### src/rtl/muldiv_unit.sv
// Iterative multiply/divide unit for the execute stage with the HI/LO pair built in.
// Multiply is shift-add on magnitudes, divide is restoring; signs are fixed up in FIN.
module muldiv_unit #(
    parameter int WIDTH = 32,
    parameter int CNT_W = 6
) (
    input  logic             clk,
    input  logic             rst,
    input  logic             start,
    input  logic             op,
    input  logic             signed_en,
    input  logic [WIDTH-1:0] a,
    input  logic [WIDTH-1:0] b,
    input  logic             cancel,
    input  logic [1:0]       hilo_we,
    input  logic [WIDTH-1:0] hilo_wdata,
    output logic [WIDTH-1:0] hi,
    output logic [WIDTH-1:0] lo,
    output logic             busy,
    output logic             done
);

    typedef enum logic [1:0] {
        S_IDLE = 2'd0,
        S_RUN  = 2'd1,
        S_FIN  = 2'd2
    } state_e;

    localparam logic [CNT_W-1:0] LAST_CNT = CNT_W'(WIDTH - 1);

    state_e             state_q, state_d;
    logic [CNT_W-1:0]   cnt_q, cnt_d;
    logic               op_q, op_d;
    logic               neg_res_q, neg_res_d;
    logic               neg_rem_q, neg_rem_d;
    logic               div_zero_q, div_zero_d;
    logic [WIDTH-1:0]   a_raw_q, a_raw_d;
    logic [WIDTH-1:0]   divisor_q, divisor_d;
    logic [2*WIDTH-1:0] acc_q, acc_d;
    logic [WIDTH-1:0]   hi_q, hi_d;
    logic [WIDTH-1:0]   lo_q, lo_d;
    logic               done_q, done_d;

    // Handshake: start is taken only when busy=0 (IDLE) and cancel=0; busy stays
    // high until the result is written, and done pulses for exactly one cycle after.
    logic accept;
    logic writeback;

    // State register
    always_ff @(posedge clk) begin
        if (!rst) begin
            state_q <= S_IDLE;
        end else begin
            state_q <= state_d;
        end
    end

    // Next-state logic
    always_comb begin
        state_d = state_q;
        case (state_q)
            S_IDLE: if (start && !cancel) state_d = S_RUN;
            S_RUN: begin
                if (cancel) begin
                    state_d = S_IDLE;
                end else if (cnt_q == LAST_CNT) begin
                    state_d = S_FIN;
                end
            end
            S_FIN:   state_d = S_IDLE;
            default: state_d = S_IDLE;
        endcase
    end

    // FSM outputs
    always_comb begin
        busy      = 1'b0;
        accept    = 1'b0;
        writeback = 1'b0;
        case (state_q)
            S_IDLE:  accept = start && !cancel;
            S_RUN:   busy = 1'b1;
            S_FIN: begin
                busy      = 1'b1;
                writeback = !cancel;
            end
            default: busy = 1'b0;
        endcase
    end

    // Operand conditioning
    logic             a_neg, b_neg;
    logic [WIDTH-1:0] a_mag, b_mag;

    always_comb begin
        a_neg = signed_en & a[WIDTH-1];
        b_neg = signed_en & b[WIDTH-1];
        a_mag = a_neg ? (~a + WIDTH'(1)) : a;
        b_mag = b_neg ? (~b + WIDTH'(1)) : b;
    end

    // One iteration of each algorithm; acc holds {upper, lower} halves
    logic [WIDTH:0]     mul_sum;
    logic [2*WIDTH-1:0] mul_next;
    logic [WIDTH:0]     div_shift;
    logic [WIDTH-1:0]   div_diff;
    logic               div_fits;
    logic [WIDTH-1:0]   div_rem;
    logic [2*WIDTH-1:0] div_next;

    always_comb begin
        mul_sum   = {1'b0, acc_q[2*WIDTH-1:WIDTH]}
                  + (acc_q[0] ? {1'b0, divisor_q} : {(WIDTH+1){1'b0}});
        mul_next  = {mul_sum, acc_q[WIDTH-1:1]};

        div_shift = {acc_q[2*WIDTH-1:WIDTH], acc_q[WIDTH-1]};
        div_fits  = (div_shift >= {1'b0, divisor_q});
        div_diff  = div_shift[WIDTH-1:0] - divisor_q;
        div_rem   = div_fits ? div_diff : div_shift[WIDTH-1:0];
        div_next  = {div_rem, acc_q[WIDTH-2:0], div_fits};
    end

    // Sign correction and special cases. The most-negative / -1 overflow falls out
    // naturally: magnitudes give quotient 2**(WIDTH-1), remainder 0, no negation.
    logic [2*WIDTH-1:0] prod;
    logic [WIDTH-1:0]   quot_s, rem_s;
    logic [WIDTH-1:0]   res_hi, res_lo;

    always_comb begin
        prod   = neg_res_q ? (~acc_q + (2*WIDTH)'(1)) : acc_q;
        quot_s = neg_res_q ? (~acc_q[WIDTH-1:0] + WIDTH'(1)) : acc_q[WIDTH-1:0];
        rem_s  = neg_rem_q ? (~acc_q[2*WIDTH-1:WIDTH] + WIDTH'(1))
                           : acc_q[2*WIDTH-1:WIDTH];
        if (!op_q) begin
            res_hi = prod[2*WIDTH-1:WIDTH];
            res_lo = prod[WIDTH-1:0];
        end else if (div_zero_q) begin
            res_hi = a_raw_q;
            res_lo = {WIDTH{1'b1}};
        end else begin
            res_hi = rem_s;
            res_lo = quot_s;
        end
    end

    // Datapath next-state
    always_comb begin
        cnt_d      = cnt_q;
        op_d       = op_q;
        neg_res_d  = neg_res_q;
        neg_rem_d  = neg_rem_q;
        div_zero_d = div_zero_q;
        a_raw_d    = a_raw_q;
        divisor_d  = divisor_q;
        acc_d      = acc_q;
        if (accept) begin
            cnt_d      = '0;
            op_d       = op;
            neg_res_d  = a_neg ^ b_neg;
            neg_rem_d  = a_neg;
            div_zero_d = (b == '0);
            a_raw_d    = a;
            divisor_d  = b_mag;
            acc_d      = {{WIDTH{1'b0}}, a_mag};
        end else if (state_q == S_RUN) begin
            cnt_d = cnt_q + CNT_W'(1);
            acc_d = op_q ? div_next : mul_next;
        end

        // A direct write always wins over the result for its own half
        hi_d = hilo_we[1] ? hilo_wdata : (writeback ? res_hi : hi_q);
        lo_d = hilo_we[0] ? hilo_wdata : (writeback ? res_lo : lo_q);
        done_d = writeback;
    end

    always_ff @(posedge clk) begin
        if (!rst) begin
            cnt_q      <= '0;
            op_q       <= 1'b0;
            neg_res_q  <= 1'b0;
            neg_rem_q  <= 1'b0;
            div_zero_q <= 1'b0;
            a_raw_q    <= '0;
            divisor_q  <= '0;
            acc_q      <= '0;
            hi_q       <= '0;
            lo_q       <= '0;
            done_q     <= 1'b0;
        end else begin
            cnt_q      <= cnt_d;
            op_q       <= op_d;
            neg_res_q  <= neg_res_d;
            neg_rem_q  <= neg_rem_d;
            div_zero_q <= div_zero_d;
            a_raw_q    <= a_raw_d;
            divisor_q  <= divisor_d;
            acc_q      <= acc_d;
            hi_q       <= hi_d;
            lo_q       <= lo_d;
            done_q     <= done_d;
        end
    end

    assign hi   = hi_q;
    assign lo   = lo_q;
    assign done = done_q;

endmodule

### config.mk
export PLATFORM = sky130hd
export DESIGN_NAME = muldiv_unit
export DESIGN_NICKNAME = d
export VERILOG_FILES = /design/src/rtl/muldiv_unit.sv
export SDC_FILE = /design/constraint.sdc
export NUM_CORES = 1
export LEC_CHECK = 0
export CAP_MARGIN = 15
export CELL_PAD_IN_SITES_DETAIL_PLACEMENT = 1
export CELL_PAD_IN_SITES_GLOBAL_PLACEMENT = 1
export CORE_ASPECT_RATIO = 0.9
export CORE_UTILIZATION = 36
export CTS_CLUSTER_SIZE = 10
export DETAILED_ROUTE_END_ITERATION = 6
export PLACE_DENSITY_LB_ADDON = 0.1
export SETUP_SLACK_MARGIN = 0.3
export SLEW_MARGIN = 20
export SYNTH_ARGS = -nofsm -noshare
export SYNTH_HDL_FRONTEND = slang
export SYNTH_SLANG_ARGS = --single-unit
### constraint.sdc
create_clock -name clk -period 7.05 [get_ports clk]
set_input_delay 0.705 -clock clk [delete_from_list [all_inputs] [get_ports clk]]
set_output_delay 0.705 -clock clk [all_outputs]
set_load 0.005 [all_outputs]
==> metrics.log <==
[metrics] root buffer cell: clkbuf_16
[metrics] number of antenna violations at the first check in global routing: 2
[metrics] final-stage net count: 2469
[metrics] initial cell density of the core: 36.83%
[metrics] total congestion overflow: 0
[metrics] proportion of synthesized chip area in sequential cells: 25.00%
[metrics] number of buffers inserted to repair setup after CTS: 0
[metrics] final setup vio count: 0
[metrics] RSZ-0062 raised after global routing: no
[metrics] DRC violations left: 0
[metrics] wire length per cell after detailed routing: 24.51 microns
[metrics] count of non-filler cells in the finished layout: 2903
[metrics] wire length of the first global-routing pass: 106.6 mm
[metrics] worst stage delay on the critical path: roughly 0.54 ns
[metrics] clock insertion delay at the later pin of the skew report: roughly 0.57 ns
[metrics] half-perimeter wire length of the detailed placement result: 54.45 mm
[metrics] I/O Pins: 170
[metrics] class of the worst hold path: reg2reg
[metrics] number of endpoints with negative hold slack in the final report: 0
[metrics] number of instances in the synthesized netlist: 2234
[metrics] number of nets with antenna violations after detailed routing: 0
[metrics] number of filler instances in the final layout: approximately 5500
[metrics] share of layout cells above drive strength 1: a little under 5%
[metrics] crit path DAT: 4.78 ns
[metrics] Most Used Layer, Global Route: met1
[metrics] largest cells by area after synthesis: dfxtp_1 (25%), nand2_1 (7.0%), ha_1 (5.5%)
[metrics] area growth from synthesis to layout: 17.24%
[metrics] mean post-synth cell area: about 7.3 sq um
[metrics] clock buffer count from CTS: 27
[metrics] actual slew at the worst max-slew pin: about 1.0 ns
[metrics] DRC violation total after the first TritonRoute iteration: roughly 1400
[metrics] clock edge transition at the registers on the reported setup and hold paths: 0.06 ns
[metrics] cell taking the most area after synthesis: dfxtp_1
[metrics] Max-Slew Margin vs Limit: 32.76%
[metrics] met1 track demand over resource in global routing: 45.00%
[metrics] number of flip-flops and latches in the synthesized netlist: 205
[metrics] overall routed net length: 71.17 mm
[metrics] commonest register cell after synthesis: dfxtp_1
[metrics] category of the worst setup path launch point: flop
[metrics] start-to-end type of the worst setup path: reg2reg
[metrics] Global Route met3 Usage: 7.229%
[metrics] CP max stage cell: dfxtp_1
[metrics] number of input and output port buffers inserted: roughly 170
[metrics] post-synthesis cell type count: 75
[metrics] maximum frequency from static timing analysis: 0.2325 GHz
[metrics] pin count of the biggest net entering global routing: 99
[metrics] aggregate negative setup slack: 0 ns
[metrics] chip height: 204.6 microns
[metrics] H-tree depth: 1
[metrics] Yosys Warn Count: 0
[metrics] Final Power: 3.752 mW
[metrics] maximum number of buffers from clock root to sink: 3
[metrics] met2 global-route usage: a little over two fifths
[metrics] vias in the first global route: 17130
[metrics] Post-Synthesis Cell Area: 16420 sq um
[metrics] chain of cells forming the critical path: clkinv_1 > buf_4 > nor2_1 > ha_1 > nand4_1 > nor3_1 > a41oi_1 > a31oi_1 > a31oi_1 > o41ai_1 > xor2_1 > nor2_1 > o32ai_1
[metrics] Final Skew: 0.01986 ns
[metrics] max-cap violations: 0
[metrics] peak supply drop: 173.5 uV
[metrics] total clock sinks: 205
[metrics] Post-synth EDFFs: 0
[metrics] Post-synth ARST share: 0%
[metrics] post-synth top area share: approximately a quarter
[metrics] via count: 17330
[metrics] Post-Route Utilization: roughly 43%
[metrics] number of placed instances, taps included: around 2900
[metrics] run status: finished clean
[metrics] number of standard-cell rows in the floorplan: 73
[metrics] Static Leak: 7.573 nW
[metrics] power density cells: 194.9 nW/um^2
[metrics] critical path required time: 7.53 ns
[metrics] routed vias/inst: 5.970
[metrics] 1st-pass router iterations: 5
[metrics] overall track demand over capacity in global routing: a little under a third
[metrics] routability-driven placement congestion ratio: 0.9509
[metrics] Core Region: 44570 sq um
[metrics] critical-path maximum fanout: 31
[metrics] endpoint kind of the worst setup timing path: flop
[metrics] total inserted antenna cells: 0
[metrics] CTS tree: done
[metrics] syn_nets: between 2000 and 2500
[metrics] Slew Viols, Final: 0
[metrics] portion of the clock cycle consumed by the worst path in the final layout: 61.01%
[metrics] chip width: ~230 microns
[metrics] post-CTS resize count: 0
[metrics] final critical delay including setup and external delays: 4.301 ns
[metrics] DIE AREA: 46460 sq um
[metrics] CTS Hold Buffers Added: 0
==> layout make-up <==
type	instances	area, sq um	share of cell area (%)
clock buffers	33	728.2	3.783
flip-flops and latches	205	4110	21.35
clock inverters	8	61.31	0.3185
multi-input cells	1787	11400	59.24
repair buffers	201	1937	10.06
inverters	69	259.0	1.346
well taps	600	750.7	3.900
==> layer usage <==
metal	share of wire (%)	vias to the layer above
met4	2.2	0
li1	-	8139
met3	8.3	90
met5	0	-
met2	41	565
met1	49	8538
==> critical path, delay by kind of cell, from the launching register on <==
family                   cells  cell delay, ns
buffers and inverters        2            0.54
adder cells (fa/ha/maj)      1            0.36
AO/OA/AOI/OAI                5            1.50
flip-flops                   1            0.54
AND/OR/NAND/NOR              4            1.00
XOR/XNOR                     1            0.20
==> cell usage after synthesis (9+ instances only) <==
library cell,count
o22ai_1,11
buf_2,9
nor3_1,35
o21ai_1,14
nand2b_1,45
and3_1,12
dfxtp_1,205
mux2i_1,46
nand4_1,26
a221oi_1,10
a21o_1,25
o211ai_1,28
or2_2,10
and2_1,18
xnor2_1,97
o21ai_0,178
a21oi_1,169
or4_1,10
o211a_1,39
a21boi_0,39
a211oi_1,28
buf_1,12
or3_1,23
mux2_2,9
nor4_1,20
clkbuf_1,149
inv_1,67
nor2_1,159
xor2_1,95
nand3_1,57
nand2_1,307
a31oi_1,18
o311ai_0,32
nor2b_1,10
ha_1,72
o31ai_1,24
o41ai_1,17
==> final timing paths <==
path,from,end,slack (ns),depth (start not counted)
setup / recovery,acc_q[0],acc_q[62],2.75,13
hold / removal,a_raw_q[2],a_raw_q[2],0.47,2
setup reg to reg,acc_q[0],acc_q[62],2.75,13
hold reg to reg,a_raw_q[2],a_raw_q[2],0.47,2
==> flip-flops by register name (all words and copies together), names as in the netlist <==
name and count:
hi 32, neg_rem_q 1, state_q 2, a_raw_q 32, done 1, neg_res_q 1
acc_q 64, divisor_q 32, div_zero_q 1, lo 32, cnt_q 6, op_q 1
==> layout by cell type (no fill, tap or decap), types with 35 or more instances in the layout <==
master,count
dfxtp_1,202
a21boi_0,39
nand2_1,307
xnor2_1,97
o211a_1,39
clkdlybuf4s50_1,167
inv_1,67
nor3_1,35
nand2b_1,45
ha_1,71
o21ai_0,178
nor2_1,157
mux2i_1,46
xor2_1,95
a21oi_1,169
nand3_1,57
==> cells by family after synthesis <==
kind of cell,Yosys count,share of synthesized area [%]
XOR/XNOR,192,10.24
AND/OR/NAND/NOR,766,21.99
buffers and inverters,242,5.693
AO/OA/AOI/OAI,699,27.85
flip-flops,205,25.00
adder cells (fa/ha/maj),74,5.731
multiplexers,56,3.490
==> per-stage QoR <==
stage,instance area (sq um),hold WS (ns),setup slack (ns)
2_1_floorplan,16420,0.4382,3.831
3_5_place_dp,18460,0.4612,2.738
3_3_place_gp,18460,0.4543,2.825
4_1_cts,19250,0.4693,2.843
5_1_grt,19250,0.4968,2.396
6_report,19250,0.4650,2.749
==> power breakdown <==
part | switching [mW] | leakage [nW] | internal, mW | total, mW
Clock | 0.568 | 0.391 | 0.725 | 1.29
Combinational | 0.686 | 5.50 | 0.434 | 1.12
Sequential | 0.106 | 1.69 | 1.23 | 1.34
Total | 1.36 | 7.57 | 2.39 | 3.75
Note: power is estimated with default switching activity, not from simulation.
